### src/rtl/pipe_control_unit.sv
// Control unit for a 5-stage MIPS pipeline: ID decode, stall/flush generation and D->E->M->W control registers.
// Define PIPE_CTRL_FORWARD_EN to add operand forwarding selects (fwdA_E/fwdB_E) and relax RAW stalls.
module pipe_control_unit #(
  parameter int REG_ADDR_W = 5,
  parameter int ALU_OP_W   = 4,
  parameter int NPC_OP_W   = 2,
  parameter int LINK_REG   = 31
) (
  input  logic                  clk,
  input  logic                  rst,
  input  logic [5:0]            opcodeD,
  input  logic [5:0]            funcD,
  input  logic [REG_ADDR_W-1:0] rsD,
  input  logic [REG_ADDR_W-1:0] rtD,
  input  logic [REG_ADDR_W-1:0] rdD,
  input  logic                  isRsRtEq,
  output logic [NPC_OP_W-1:0]   npcOpD,
  output logic [1:0]            extOpD,
  output logic                  stallF,
  output logic                  stallD,
  output logic                  flushD,
  output logic                  illegalD,
  output logic [ALU_OP_W-1:0]   aluOpE,
  output logic                  aluSrc_muxE,
  output logic [REG_ADDR_W-1:0] writeRegE,
  output logic [REG_ADDR_W-1:0] writeRegM,
  output logic [REG_ADDR_W-1:0] writeRegW,
  output logic                  DataMem_weM,
  output logic                  Regfile_weW,
`ifdef PIPE_CTRL_FORWARD_EN
  output logic [1:0]            fwdA_E,
  output logic [1:0]            fwdB_E,
`endif
  output logic [1:0]            regSrc_muxW
);

  localparam logic [5:0] OP_RTYPE = 6'h00;
  localparam logic [5:0] OP_J     = 6'h02;
  localparam logic [5:0] OP_JAL   = 6'h03;
  localparam logic [5:0] OP_BEQ   = 6'h04;
  localparam logic [5:0] OP_ORI   = 6'h0D;
  localparam logic [5:0] OP_LUI   = 6'h0F;
  localparam logic [5:0] OP_LW    = 6'h23;
  localparam logic [5:0] OP_SW    = 6'h2B;

  localparam logic [5:0] FN_ADD = 6'h20;
  localparam logic [5:0] FN_SUB = 6'h22;
  localparam logic [5:0] FN_AND = 6'h24;
  localparam logic [5:0] FN_OR  = 6'h25;
  localparam logic [5:0] FN_SLT = 6'h2A;

  localparam logic [ALU_OP_W-1:0] ALU_ADD = ALU_OP_W'(0);
  localparam logic [ALU_OP_W-1:0] ALU_SUB = ALU_OP_W'(1);
  localparam logic [ALU_OP_W-1:0] ALU_AND = ALU_OP_W'(2);
  localparam logic [ALU_OP_W-1:0] ALU_OR  = ALU_OP_W'(3);
  localparam logic [ALU_OP_W-1:0] ALU_SLT = ALU_OP_W'(4);
  localparam logic [ALU_OP_W-1:0] ALU_LUI = ALU_OP_W'(5);

  localparam logic [NPC_OP_W-1:0] NPC_SEQ    = NPC_OP_W'(0);
  localparam logic [NPC_OP_W-1:0] NPC_BRANCH = NPC_OP_W'(1);
  localparam logic [NPC_OP_W-1:0] NPC_JUMP   = NPC_OP_W'(2);

  localparam logic [REG_ADDR_W-1:0] LINK_IDX = REG_ADDR_W'(LINK_REG);

  typedef enum logic [1:0] {EXT_ZERO = 2'd0, EXT_SIGN = 2'd1, EXT_LUI = 2'd2} ext_e;
  typedef enum logic [1:0] {SRC_ALU = 2'd0, SRC_MEM = 2'd1, SRC_LINK = 2'd2} src_e;

  typedef struct packed {
    logic [ALU_OP_W-1:0]   alu_op;
    logic                  alu_src;
    logic                  mem_we;
    logic                  rf_we;
    src_e                  reg_src;
    logic [REG_ADDR_W-1:0] write_reg;
  } ctrl_e_t;

  typedef struct packed {
    logic                  mem_we;
    logic                  rf_we;
    src_e                  reg_src;
    logic [REG_ADDR_W-1:0] write_reg;
  } ctrl_m_t;

  typedef struct packed {
    logic                  rf_we;
    src_e                  reg_src;
    logic [REG_ADDR_W-1:0] write_reg;
  } ctrl_w_t;

  ctrl_e_t e_q, e_d, dec_ctrl;
  ctrl_m_t m_q, m_d;
  ctrl_w_t w_q, w_d;

  ext_e                ext_op;
  logic [NPC_OP_W-1:0] npc_raw;
  logic                reads_rt;
  logic                is_beq;
  logic                illegal;

  always_comb begin
    // NOTE: every variable driven here gets a default first, so no decode path can infer a latch.
    dec_ctrl = '0;
    ext_op   = EXT_ZERO;
    npc_raw  = NPC_SEQ;
    reads_rt = 1'b0;
    is_beq   = 1'b0;
    illegal  = 1'b0;
    case (opcodeD)
      OP_RTYPE: begin
        reads_rt           = 1'b1;
        dec_ctrl.rf_we     = 1'b1;
        dec_ctrl.write_reg = rdD;
        case (funcD)
          FN_ADD:  dec_ctrl.alu_op = ALU_ADD;
          FN_SUB:  dec_ctrl.alu_op = ALU_SUB;
          FN_AND:  dec_ctrl.alu_op = ALU_AND;
          FN_OR:   dec_ctrl.alu_op = ALU_OR;
          FN_SLT:  dec_ctrl.alu_op = ALU_SLT;
          default: illegal = 1'b1;
        endcase
      end
      OP_ORI: begin
        dec_ctrl.alu_op    = ALU_OR;
        dec_ctrl.alu_src   = 1'b1;
        dec_ctrl.rf_we     = 1'b1;
        dec_ctrl.write_reg = rtD;
      end
      OP_LUI: begin
        ext_op             = EXT_LUI;
        dec_ctrl.alu_op    = ALU_LUI;
        dec_ctrl.alu_src   = 1'b1;
        dec_ctrl.rf_we     = 1'b1;
        dec_ctrl.write_reg = rtD;
      end
      OP_LW: begin
        ext_op             = EXT_SIGN;
        dec_ctrl.alu_op    = ALU_ADD;
        dec_ctrl.alu_src   = 1'b1;
        dec_ctrl.rf_we     = 1'b1;
        dec_ctrl.reg_src   = SRC_MEM;
        dec_ctrl.write_reg = rtD;
      end
      OP_SW: begin
        ext_op           = EXT_SIGN;
        reads_rt         = 1'b1;
        dec_ctrl.alu_op  = ALU_ADD;
        dec_ctrl.alu_src = 1'b1;
        dec_ctrl.mem_we  = 1'b1;
      end
      OP_BEQ: begin
        ext_op          = EXT_SIGN;
        reads_rt        = 1'b1;
        is_beq          = 1'b1;
        dec_ctrl.alu_op = ALU_SUB;
        npc_raw         = isRsRtEq ? NPC_BRANCH : NPC_SEQ;
      end
      OP_J: npc_raw = NPC_JUMP;
      OP_JAL: begin
        npc_raw            = NPC_JUMP;
        dec_ctrl.rf_we     = 1'b1;
        dec_ctrl.reg_src   = SRC_LINK;
        dec_ctrl.write_reg = LINK_IDX;
      end
      default: illegal = 1'b1;
    endcase
    // Unknown encodings travel down the pipe as a NOP and read nothing through rt.
    if (illegal) begin
      dec_ctrl = '0;
      reads_rt = 1'b0;
    end
  end

  function automatic logic writes_src(input logic we, input logic [REG_ADDR_W-1:0] dst,
                                      input logic [REG_ADDR_W-1:0] src);
    return we && (dst != '0) && (dst == src);
  endfunction

  logic rs_hit_e, rt_hit_e, rs_hit_m, rt_hit_m;
  logic hazard, stall;

  assign rs_hit_e = writes_src(e_q.rf_we, e_q.write_reg, rsD);
  assign rt_hit_e = reads_rt && writes_src(e_q.rf_we, e_q.write_reg, rtD);
  assign rs_hit_m = writes_src(m_q.rf_we, m_q.write_reg, rsD);
  assign rt_hit_m = reads_rt && writes_src(m_q.rf_we, m_q.write_reg, rtD);

`ifdef PIPE_CTRL_FORWARD_EN
  logic e_is_load, m_is_load, load_use, branch_haz;

  assign e_is_load  = e_q.rf_we && (e_q.reg_src == SRC_MEM);
  assign m_is_load  = m_q.rf_we && (m_q.reg_src == SRC_MEM);
  assign load_use   = e_is_load && (rs_hit_e || rt_hit_e);
  // The branch compare sits in ID, so it cannot take EX results or load data still in MEM.
  assign branch_haz = is_beq && (rs_hit_e || rt_hit_e || (m_is_load && (rs_hit_m || rt_hit_m)));
  assign hazard     = load_use || branch_haz;
`else
  // The register file writes in the first half-cycle, so only E and M writers need to be waited out.
  assign hazard = rs_hit_e || rt_hit_e || rs_hit_m || rt_hit_m;
  logic unused_is_beq;
  assign unused_is_beq = is_beq;
`endif

  assign stall    = !rst && hazard;
  assign stallF   = stall;
  assign stallD   = stall;
  assign npcOpD   = (rst || stall) ? NPC_SEQ : npc_raw;
  assign flushD   = (npcOpD != NPC_SEQ);
  assign illegalD = !rst && illegal;
  assign extOpD   = rst ? EXT_ZERO : ext_op;

  assign e_d = stall ? '0 : dec_ctrl;
  assign m_d = '{mem_we: e_q.mem_we, rf_we: e_q.rf_we, reg_src: e_q.reg_src, write_reg: e_q.write_reg};
  assign w_d = '{rf_we: m_q.rf_we, reg_src: m_q.reg_src, write_reg: m_q.write_reg};

  always_ff @(posedge clk) begin
    // NOTE: non-blocking assignments let every stage sample its predecessor's pre-edge value.
    if (rst) begin
      e_q <= '0;
      m_q <= '0;
      w_q <= '0;
    end else begin
      e_q <= e_d;
      m_q <= m_d;
      w_q <= w_d;
    end
  end

  assign aluOpE      = e_q.alu_op;
  assign aluSrc_muxE = e_q.alu_src;
  assign writeRegE   = e_q.write_reg;
  assign writeRegM   = m_q.write_reg;
  assign DataMem_weM = m_q.mem_we;
  assign writeRegW   = w_q.write_reg;
  assign Regfile_weW = w_q.rf_we;
  assign regSrc_muxW = w_q.reg_src;

`ifdef PIPE_CTRL_FORWARD_EN
  logic [REG_ADDR_W-1:0] rs_e_q, rt_e_q;

  always_ff @(posedge clk) begin
    if (rst || stall) begin
      rs_e_q <= '0;
      rt_e_q <= '0;
    end else begin
      rs_e_q <= rsD;
      rt_e_q <= rtD;
    end
  end

  // M holds the younger result, so it wins when both later stages write the same register.
  always_comb begin
    fwdA_E = 2'd0;
    fwdB_E = 2'd0;
    if (writes_src(m_q.rf_we, m_q.write_reg, rs_e_q))      fwdA_E = 2'd2;
    else if (writes_src(w_q.rf_we, w_q.write_reg, rs_e_q)) fwdA_E = 2'd1;
    if (writes_src(m_q.rf_we, m_q.write_reg, rt_e_q))      fwdB_E = 2'd2;
    else if (writes_src(w_q.rf_we, w_q.write_reg, rt_e_q)) fwdB_E = 2'd1;
  end
`endif

endmodule
### config.mk
export PLATFORM = sky130hd
export DESIGN_NAME = pipe_control_unit
export DESIGN_NICKNAME = d
export VERILOG_FILES = /design/src/rtl/pipe_control_unit.sv
export SDC_FILE = /design/constraint.sdc
export NUM_CORES = 1
export LEC_CHECK = 0
export CAP_MARGIN = 20
export CORE_MARGIN = 2
export CORE_UTILIZATION = 45
export CTS_CLUSTER_DIAMETER = 120
export DETAILED_ROUTE_END_ITERATION = 10
export MAX_ROUTING_LAYER = met4
export PLACE_DENSITY = 0.77
export SLEW_MARGIN = 30
export SYNTH_ARGS = -nofsm -noshare
export SYNTH_HDL_FRONTEND = slang
export SYNTH_SLANG_ARGS = --single-unit
export TNS_END_PERCENT = 30
### constraint.sdc
create_clock -name clk -period 3.1 [get_ports clk]
set_clock_uncertainty 0.2 [all_clocks]
set_input_delay 0.465 -clock clk [delete_from_list [all_inputs] [get_ports clk]]
set_output_delay 0.465 -clock clk [all_outputs]
set_load 0.05 [all_outputs]
==> impl_metrics.toml, run 1 <==
[place]
post-place-ws_ns = 0.0684
place.gp.congestion = 0.921
placed_cells = 281
dp_hpwl_um = 3240
dpl-instance-area_um2 = 2410
port_buffers = 60

[sta]
tightest_slew_ns = 0.520
setup_viol = 0
hold_viol = 0
setup_ws_ns = 0.0649
fin_crit_sh_pct = 97.9
maxSlewViolCount = 0
rsz0062_at_grt = "true"
max_slew_margin_pct = 65.3
min_period_ns = 3.04
fmax_mhz = 329

[detailed_routing]
dr_total_vias = 1485
vias_per_cell = 5.14
drc = 0
dr.first_iter.drc_count = 101
drtAntennaViolNets = 0
first_pass_iters = 4
wl_per_cell_um = 14.5
wirelength_um = 4180

[grt]
top_usage_layer = "met2"
grt_pass1_wl_um = 6890
grt_use_total_pct = 21.1
overflow = 0
grt.met1_usage_pct = 29.5
grt_max_degree = 23
antenna_found_initial = 0
grt_pass1_vias = 1433
met3_usage_pct = 3.89
grt_use_met2_pct = 30.4

[layout]
finalNetCount = 271
final_core_util_pct = 67.0
drive_gt1_share_pct = 24.5
antennaDiodeCount = 0
fin_area_um2 = 2510
area_delta_synth_final_pct = 40.6
fillers = 313
finalNonFillerCells = 289

[synth]
synthTopCellsByArea = "dfxtp_1 34%, buf_4 8.0%, nor2b_1 7.7%, nor3_2 5.6%, xnor2_1 5.4%"
ys_types = 44
synth_ff_type = "dfxtp_1"
yosysSeqAreaShare_pct = 33.6
synth_top_area_share_pct = 33.6
ys_warn_count = 0
synth-seq-cells = 30
synth_area_per_cell_um2 = 9.81
async_flop_share_pct = 0
synth_top_cell_by_area = "dfxtp_1"
synth_edf_count = 0
syn-num-nets = 212
syn-instance-count = 182
syn_area_um2 = 1790
synth_common_cells = "30 x dfxtp_1, 22 x nor2b_1, 19 x buf_4"
synthMostInstantiatedCell = "dfxtp_1"

[setup_path]
cp-end-kind = "primary output"
reg2reg_from = "writeRegM[1]$_SDFF_PP0_"
crit_fanout = 5
reg2reg_depth = 6
worstPathArrival_ns = 2.37
startpoint_type = "flop"
worstReg2RegEnd = "e_q[5]$_SDFF_PP0_"
crit_end = "flushD"
r2r_setup_slack_ns = 0.94
crit_type = "reg -> out"
required_ns = 2.43
cp-startpoint = "writeRegM[1]$_SDFF_PP0_"

[power_and_ir_drop]
power_density_nw_per_um2 = 324
cellLeakagePower_nw = 0.948
pwr-share-clk_pct = 35.1
p_sw_uw = 205
p_comb_share_pct = 17.3
seq_power_share_pct = 47.6
power_uw = 814
p_sw_share_pct = 25.2
vdd_drop_max_mv = 0.155
p_int_uw = 609

[die]
coreArea_um2 = 3740
rows = 22
num_io_pins = 62
chipHeight_um = 67.0
start_util_pct = 47.7
die_area_um2 = 4490
die_w_um = 67.0

[cts]
cts_num_sinks = 30
cts_htree_levels = 2
clkTransAtPathRegs_ns = 0.06
cts_buffer_depth = 2
numCtsBuffers = 5
clkLatencyLatePin_ns = 0.28
clockRootBuffer = "clkbuf_8"
ctsHoldBuffers = 0
cts_tree = "built"

[hold_path]
hold_class = "reg -> reg"

[run_status]
status = "completed"

[job]
cap_violations = 0
cell families after synthesis:
family,Yosys count,share of synthesized area (%)
xor+xnor,20,9.81
buf+inv,30,12.9
flops,30,33.6
simple gates,79,31.7
mux,1,0.561
other cells,1,0.210
compound gates,21,11.2
worst min path at each step:
| stage | from | end | slack (ns) | cells after the start |
|---|---|---|---|---|
| floorplan | e_q[8]$_SDFF_PP0_ | DataMem_weM$_SDFF_PP0_ | 0.21 | 1 |
| global placement | e_q[6]$_SDFF_PP0_ | m_q[6]$_SDFF_PP0_ | 0.22 | 1 |
| detailed placement | e_q[5]$_SDFF_PP0_ | m_q[5]$_SDFF_PP0_ | 0.23 | 1 |
| CTS | e_q[5]$_SDFF_PP0_ | m_q[5]$_SDFF_PP0_ | 0.24 | 1 |
| global route | m_q[5]$_SDFF_PP0_ | regSrc_muxW[0]$_SDFF_PP0_ | 0.25 | 1 |
| finish | m_q[5]$_SDFF_PP0_ | regSrc_muxW[0]$_SDFF_PP0_ | 0.24 | 1 |
cells in the final DEF, fill, tap and decap left out, types with 3 or more instances in the layout:
master / netlist / routed
a221oi_1: 5 / 5
buf_12: 1 / 5
buf_4: 19 / 21
clkbuf_8: 0 / 5
clkdlybuf4s50_1: 0 / 50
dfxtp_1: 30 / 30
inv_1: 4 / 4
nand2_1: 4 / 4
nand2b_1: 3 / 3
nand3_1: 6 / 5
nor2_1: 6 / 6
nor2b_1: 22 / 22
nor3_1: 6 / 6
nor3_2: 10 / 10
nor3b_1: 3 / 3
nor4_1: 5 / 4
xnor2_1: 11 / 11
xor2_1: 9 / 9
timing repair:
action,in CTS,in global routing
buffers inserted,0,1
endpoints found under the setup margin,0,4
resized for setup,0,5
state kept, by name, summed over array words and instances, names as in the netlist:
| signal | flops |
|---|---|
| writeRegE | 5 |
| writeRegM | 5 |
| Regfile_weW | 1 |
| aluOpE | 3 |
| aluSrc_muxE | 1 |
| regSrc_muxW | 2 |
| m_q | 3 |
| writeRegW | 5 |
| e_q | 4 |
| DataMem_weM | 1 |
layer usage:
metal | part of all wire [%] | wire, um | vias up
met3 | 5.5 | 231 | 4
met2 | 45 | 1870 | 56
met4 | 1.7 | 69 | 0
li1 | - | - | 745
met1 | 48 | 2010 | 680
met5 | 0 | 0 | -
cell type report:
type	instances	area, um2	area share (%)
Multi-Input combinational cell	122	972	38.7
Inverter	4	15.0	0.598
Clock buffer	5	68.8	2.74
Clock inverter	2	10.0	0.399
Sequential cell	30	601	23.9
Tap cell	48	60.1	2.39
Timing Repair Buffer	78	783	31.2
through the flow:
step	TNS [ns]	hold WS, ns
after detailed placement	0	0.230
after global placement	0	0.215
final	0	0.238
after floorplan	-0.0324	0.214
after global routing	-0.0238	0.251
after CTS	0	0.243
worst max-delay path, cell delays in order (launching register included):
cell and delay (ns):
dfxtp_1 0.36, or4_1 0.56, o21ai_2 0.16, or4_2 0.20, nand3b_4 0.12, a2111oi_2 0.42, buf_4 0.27
power groups by stage:
| stage | logic, mW | registers (mW) | clock network [mW] |
|---|---|---|---|
| 3_3_place_gp | 0.137 | 0.396 | 0 |
| 3_5_place_dp | 0.138 | 0.396 | 0 |
| 5_1_grt | 0.151 | 0.388 | 0.308 |
| 2_1_floorplan | 0.0713 | 0.398 | 0 |
| 6_report | 0.141 | 0.388 | 0.286 |
| 4_1_cts | 0.139 | 0.388 | 0.290 |
Note: power is estimated with default switching activity, not from simulation.
==> inputs of run 2 (changes only) <==
TNS_END_PERCENT = default   (was 30)
==> impl_metrics.toml, run 2 (synthesis results as in run 1) <==
[power_and_ir_drop]
power_uw = 813
pwr-share-clk_pct = 34.6
p_comb_share_pct = 17.7
seq_power_share_pct = 47.7
vdd_drop_max_mv = 0.181
p_sw_share_pct = 24.9
p_int_uw = 611
power_density_nw_per_um2 = 322
cellLeakagePower_nw = 0.947
p_sw_uw = 202

[die]
num_io_pins = 62
start_util_pct = 47.7
coreArea_um2 = 3740
die_w_um = 67.0
rows = 22
chipHeight_um = 67.0
die_area_um2 = 4490

[place]
post-place-ws_ns = 0.0601
place.gp.congestion = 0.811
dp_hpwl_um = 3420
port_buffers = 60
placed_cells = 284
dpl-instance-area_um2 = 2440

[layout]
drive_gt1_share_pct = 24.7
finalNonFillerCells = 291
finalNetCount = 273
area_delta_synth_final_pct = 41.6
antennaDiodeCount = 0
final_common_cell = "clkdlybuf4s50_1"
fillers = 309
fin_area_um2 = 2530
final_cell_mix = "51 x clkdlybuf4s50_1, 30 x dfxtp_1, 23 x buf_4"

[setup_path]
worstReg2RegEnd = "aluOpE[1]$_SDFF_PP0_"
worstPathArrival_ns = 2.34
r2r_setup_slack_ns = 0.89
critPathSlowestCell = "or4_1"
max_stage_delay_ns = 0.57
cp-end-kind = "primary output"
crit_fanout = 5
startpoint_type = "flop"
crit_type = "reg -> out"
cp-startpoint = "writeRegM[1]$_SDFF_PP0_"
required_ns = 2.43
reg2reg_from = "writeRegM[1]$_SDFF_PP0_"
crit_end = "npcOpD[0]"
reg2reg_depth = 6
cp_cell_sequence = "or4_1, o21ai_2, or4_4, o2bb2a_4, nor4_2, buf_4"

[cts]
cts_resized = 0
numCtsBuffers = 5
cts_setup_buffers = 0
clkLatencyLatePin_ns = 0.28
clkTransAtPathRegs_ns = 0.07
clockRootBuffer = "clkbuf_8"
ctsHoldBuffers = 0
cts_num_sinks = 30
cts_tree = "built"
cts_htree_levels = 2
cts_buffer_depth = 2

[sta]
setup_ws_ns = 0.0907
rsz0062_at_grt = "false"
min_period_ns = 3.01
tightest_slew_ns = 0.597
fin_crit_sh_pct = 97.1
maxSlewViolCount = 0
setup_viol = 0
hold_viol = 0
max_slew_margin_pct = 59.2
totalNegativeSetupSlack_ns = 0
fmax_mhz = 332

[detailed_routing]
wirelength_um = 4310
drtAntennaViolNets = 0
wl_per_cell_um = 14.8
vias_per_cell = 5.20
dr.first_iter.drc_count = 94
drc = 0
first_pass_iters = 4
dr_total_vias = 1513

[hold_path]
hold_class = "reg -> reg"

[run_status]
status = "completed"

[grt]
grt_pass1_wl_um = 6980
grt_max_degree = 13
grt_use_total_pct = 21.3
overflow = 0
antenna_found_initial = 0
grt_pass1_vias = 1440

[job]
cap_violations = 0
-- run 2: changes by cell type in the layout (fill, tap and decap cells not counted), sizes merged --
cell           delta
buf               +2
clkdlybuf4s50     +1
dlymetal6s2s      -1
-- run 2: worst min path at each step --
stage | start | to | slack, ns | cells after the start
after floorplan | e_q[8]$_SDFF_PP0_ | DataMem_weM$_SDFF_PP0_ | 0.21 | 1
after global placement | m_q[6]$_SDFF_PP0_ | regSrc_muxW[1]$_SDFF_PP0_ | 0.22 | 1
after detailed placement | e_q[5]$_SDFF_PP0_ | m_q[5]$_SDFF_PP0_ | 0.23 | 1
after CTS | e_q[5]$_SDFF_PP0_ | m_q[5]$_SDFF_PP0_ | 0.23 | 1
after global routing | e_q[8]$_SDFF_PP0_ | DataMem_weM$_SDFF_PP0_ | 0.25 | 1
final | e_q[5]$_SDFF_PP0_ | m_q[5]$_SDFF_PP0_ | 0.23 | 1
-- run 2: per-stage QoR --
| step | hold slack (ns) | utilization (%) |
|---|---|---|
| after global routing | 0.252 | 67.5 |
| after floorplan | 0.214 | - |
| after global placement | 0.217 | 65.2 |
| after CTS | 0.235 | 67.3 |
| final | 0.230 | 67.5 |
| after detailed placement | 0.226 | 65.2 |
-- run 2: power groups by stage --
| stage | clock (mW) | sequential (mW) | combinational, mW |
|---|---|---|---|
| detailed placement | 0 | 0.396 | 0.143 |
| CTS | 0.287 | 0.388 | 0.144 |
| floorplan | 0 | 0.398 | 0.0723 |
| finish | 0.281 | 0.388 | 0.144 |
| global route | 0.305 | 0.388 | 0.155 |
| global placement | 0 | 0.396 | 0.142 |
-- run 2: area by class of cell --
cell class	count	area (um2)	area share [%]
Clock buffer	5	68.8	2.72
Tap cell	48	60.1	2.38
Inverter	4	15.0	0.594
Timing Repair Buffer	80	796	31.5
Sequential cell	30	601	23.8
Multi-Input combinational cell	122	978	38.7
Clock inverter	2	10.0	0.396
-- run 2: metal layers --
metal | share of wire [%] | vias to the layer above | track usage [%]
li1 | - | 742 | -
met1 | 48 | 709 | 27.7
met2 | 46 | 58 | 34.4
met3 | 4.9 | 4 | 3.21
met4 | 0.88 | 0 | 6.38
met5 | 0 | - | -
-- run 2: critical path, delay by kind of cell, from the launching register on --
kind            cells  cell delay [ns]
simple gates        3             1.08
flops               1             0.38
compound gates      2             0.34
buf+inv             1             0.27
